--- src/rtl/accumulate_seq.sv ---
// Repeated-addition accumulator: adds X to Sum Y times under a Start/Busy/Done handshake.
// Define ACCUM_SAT_EN to make Sum saturate at all-ones on carry-out instead of wrapping.
module accumulate_seq #(
  parameter int unsigned DATA_W  = 5,
  parameter int unsigned COUNT_W = 5,
  parameter int unsigned SUM_W   = 10
) (
  input  logic               Clock,
  input  logic               Resetn,
  input  logic               Clear,
  input  logic               Start,
  input  logic               Enable,
  input  logic [DATA_W-1:0]  X,
  input  logic [COUNT_W-1:0] Y,
  output logic [SUM_W-1:0]   Sum,
  output logic [COUNT_W-1:0] Count,
  output logic               Busy,
  output logic               Done,
  output logic               Overflow
);

  typedef enum logic [1:0] {StIdle, StRun, StDone} state_e;

  state_e           state_q;
  logic [SUM_W:0]   sum_wide;
  logic             carry;
  logic [SUM_W-1:0] sum_next;

  // One extra bit exposes the carry-out of the unsigned add.
  assign sum_wide = {1'b0, Sum} + (SUM_W + 1)'(X);
  assign carry    = sum_wide[SUM_W];

`ifdef ACCUM_SAT_EN
  // Once clamped, later adds of a nonzero X carry again, so Sum stays at all-ones.
  assign sum_next = carry ? {SUM_W{1'b1}} : sum_wide[SUM_W-1:0];
`else
  assign sum_next = sum_wide[SUM_W-1:0];
`endif

  assign Busy = (state_q == StRun);
  assign Done = (state_q == StDone);

  always_ff @(posedge Clock or negedge Resetn) begin
    if (!Resetn) begin
      state_q  <= StIdle;
      Sum      <= '0;
      Count    <= '0;
      Overflow <= 1'b0;
    end else if (Clear) begin
      state_q  <= StIdle;
      Sum      <= '0;
      Count    <= '0;
      Overflow <= 1'b0;
    end else begin
      case (state_q)
        StIdle, StDone: begin
          if (Start) begin
            Sum      <= '0;
            Overflow <= 1'b0;
            Count    <= Y;
            state_q  <= (Y != '0) ? StRun : StDone;
          end
        end
        StRun: begin
          // Start is deliberately ignored here: no restart mid-run.
          if (Enable) begin
            Sum      <= sum_next;
            Overflow <= Overflow | carry;
            Count    <= Count - COUNT_W'(1);
            if (Count == COUNT_W'(1)) begin
              state_q <= StDone;
            end
          end
        end
        default: state_q <= StIdle;
      endcase
    end
  end

endmodule

--- config.mk ---
export PLATFORM = sky130hd
export DESIGN_NAME = accumulate_seq
export DESIGN_NICKNAME = d
export VERILOG_FILES = /design/src/rtl/accumulate_seq.sv
export SDC_FILE = /design/constraint.sdc
export NUM_CORES = 1
export LEC_CHECK = 0
export CAP_MARGIN = 15
export CORE_ASPECT_RATIO = 1.4
export CORE_MARGIN = 5
export CORE_UTILIZATION = 51
export DETAILED_ROUTE_END_ITERATION = 8
export PLACE_DENSITY_LB_ADDON = 0.12
export SYNTH_ARGS = -nofsm -noshare
export SYNTH_HDL_FRONTEND = slang
export SYNTH_SLANG_ARGS = --single-unit
--- constraint.sdc ---
create_clock -name Clock -period 3.8 [get_ports Clock]
set_clock_uncertainty 0.1 [all_clocks]
set_input_delay 0.57 -clock Clock [delete_from_list [all_inputs] [get_ports Clock]]
set_output_delay 0.57 -clock Clock [all_outputs]
set_load 0.02 [all_outputs]
==> impl_results.md <==
* Largest cells by area after synthesis: dfrtp_1 38%, ha_1 7.4%, nor2_1 4.5%, a21oi_1 3.4%, o211ai_1 2.6%
* Diode count at 0
* Synth Flop Type: dfrtp_1
* Initial DRC count at 26
* Final hold violation count at 0
* CTS Sinks at 18
* Sequential-to-total area share from yosys stat at 0.383
* Largest net degree at the start of global routing at 19
* Pwr dens at 292 nW/µm²
* Final Cycle Share at 0.669
* Core Region at between 2000 and 2500 µm²
* Worst-path fanout max at 10
* Hold-fix buffers, CTS at 0
* Initial antenna violation count at 0
* Detailed-route DRC error count at 0
* Chip Width at 50.6 µm
* # nets final at 179
* Area Growth Syn to Fin at 29.8%
* Fin crit period at between 2 and 3 ns
* WHS at between 0.4 and 0.5 ns
* Syn Nets at roughly 150
* DR WL/cell at 16.7 µm
* Post-DP HPWL at 2260 µm
* Fmax at a little under 0.4 GHz
* Rows at 20
* Post-synth EDFFs at 0
* CTS tree: done
* Count of state elements after synthesis at 18
* Routed wire length at ~3000 µm
* Worst Setup Start Kind: register
* Share of layout cells above drive strength 1 at 0.0779
* Final Setup Violations at 0
* Via count at approximately 1,100
* Max-Cap Viols at 0
* Top cell type's share of synthesized area at 0.383
* Post-cts resize count at 0
* Cts bufs inserted at 3
* Slew of the pin with the lowest slew margin at ~0.84 ns
* Worst Hold Depth at 2
* Routed Antenna Nets at 0
* Setup CP Type: reg2out
* Worst hold path type: reg2reg
* Worst-skew pair later-pin latency at between 0.2 and 0.3 ns
* Setup tns final at 0 ns
* Post-CTS Setup Inserts at 0
* DR pass1 iterations at 4
* Max Buffers Root-to-Sink at 2
* Status: finished, final reports clean
* Async S/R FF share, synth at 1.00
* Overflow after GRT at 0
* Synthesized area at 1180 µm²
* # H-tree levels at 1
* Max Slew Vio Count at 0
* DR vias/cell at around 6.1
* Yosys top cell by area: dfrtp_1
* GR Util All Layers at 0.192
* Mean Syn Cell Area at between 9 and 10 µm²
* GPL Wtd Cong at ~0.78
* DIE AREA at about 3400 µm²
* First-pass GRT wire length at 5130 µm
* Buffers on Ports at 32
* RSZ-0062 raised after global routing: no
* Distinct cells, synth at 45
* Critical Path RT at 3.13 ns
* R2R depth at 8
* Fill count at 180
* Slew headroom at 0.441
* Worst VDD drop at around 0.00021 V
* CP endpoint kind: output pin
* Pleak at 0.659 nW
* Clock-pin slew on the worst setup and hold paths at ~0.10 ns
* Yosys warns at 0
* CP arrival at roughly 1.9 ns
* Starting Density at 0.535
* Die height at ~67 µm
* Number of global-route vias before repair at about 1,200
* # IOs at 33
* CTS root buffer: clkbuf_4
* Mapped Cells at around 120
## sequential cells by signal, indices dropped and copies added (netlist names)
register  cells
Sum          10
Count         5
Overflow      1
state_q       2
## cell families (layout without fill, tap and decap cells)
logic type               count (synthesis)  count (layout)  share of synthesized area
buffers and inverters                   12              44                     0.0563
flip-flops                              18              18                      0.383
multiplexers                             1               1                    0.00850
XOR/XNOR                                 3               3                     0.0223
AND/OR/NAND/NOR                         40              40                      0.201
adder cells (fa/ha/maj)                  8               8                     0.0914
AO/OA/AOI/OAI                           40              40                      0.238
## report_power, final
part	switching, mW	internal, mW	total [mW]
logic	0.0754	0.0625	0.138
clock network	0.0558	0.0368	0.0926
registers	0.0132	0.202	0.215
## metrics by stage
| step | setup slack [ns] | std cells | util | instance area, µm² | power, mW |
|---|---|---|---|---|---|
| final | 1.26 | 176 | 0.694 | 1530 | 0.446 |
| after global routing | 1.15 | 176 | 0.694 | 1530 | 0.472 |
| after CTS | 1.25 | 176 | 0.694 | 1530 | 0.448 |
| after detailed placement | 1.12 | 173 | 0.684 | 1510 | 0.357 |
| after global placement | 1.18 | 173 | 0.684 | 1510 | 0.353 |
| after floorplan | 1.75 | 122 | - | 1180 | 0.299 |
## cell type report
type	count	area, µm²	area share
Sequential cell	18	450	0.295
Inverter	9	46.3	0.0303
Clock buffer	3	22.5	0.0147
Timing Repair Buffer	32	320	0.210
Tap cell	22	27.5	0.0180
Multi-Input combinational cell	92	661	0.432
## critical path: stages, from the launching register on
cell and delay [ns]:
dfrtp_1 0.46, nand2b_1 0.43, clkinv_8 0.13, clkdlybuf4s50_1 0.56
## cells in the mapped netlist (all sizes together) (2+ instances only)
library cell	instances
dfrtp	18
nor2	14
a21oi	9
o21ai	8
ha	7
inv	7
nand2	6
nand2b	5
o211ai	4
o31ai	4
a22o	3
nand3	3
nor3	3
xor2	3
buf	2
clkinv	2
o22ai	2
or3	2
## metal layers
layer / track usage / vias up / wire (µm)
met5: 0 / - / 0
met4: 0.0703 / 0 / 41
met3: 0.0358 / 6 / 202
met2: 0.342 / 46 / 1510
met1: 0.221 / 514 / 1170
li1: - / 513 / -
## cell usage in the layout (no fill, tap or decap), types with 2 or more instances in the layout
cell	instances
dfrtp_1	18
o22ai_1	2
o21ai_0	4
o21ai_1	4
o31ai_1	4
nor2_1	14
inv_1	7
o211ai_1	4
nor3_1	3
a21oi_1	8
ha_1	7
nand3_1	2
nand2b_1	4
or3_1	2
nand2_1	5
xor2_1	3
clkdlybuf4s50_1	32
clkbuf_4	3
a22o_1	3
## final timing paths
path | startpoint | to | slack, ns
min reg2reg | Overflow | Overflow | 0.43
max reg2reg | Sum[0] | Sum[6] | 1.76
min in group asynchronous | Resetn | Sum[7] | 0.66
max in group asynchronous | Resetn | Count[2] | 2.43
min | Overflow | Overflow | 0.43
max | state_q[0] | Busy | 1.26
No activity file was read; power rests on OpenSTA's default activity.
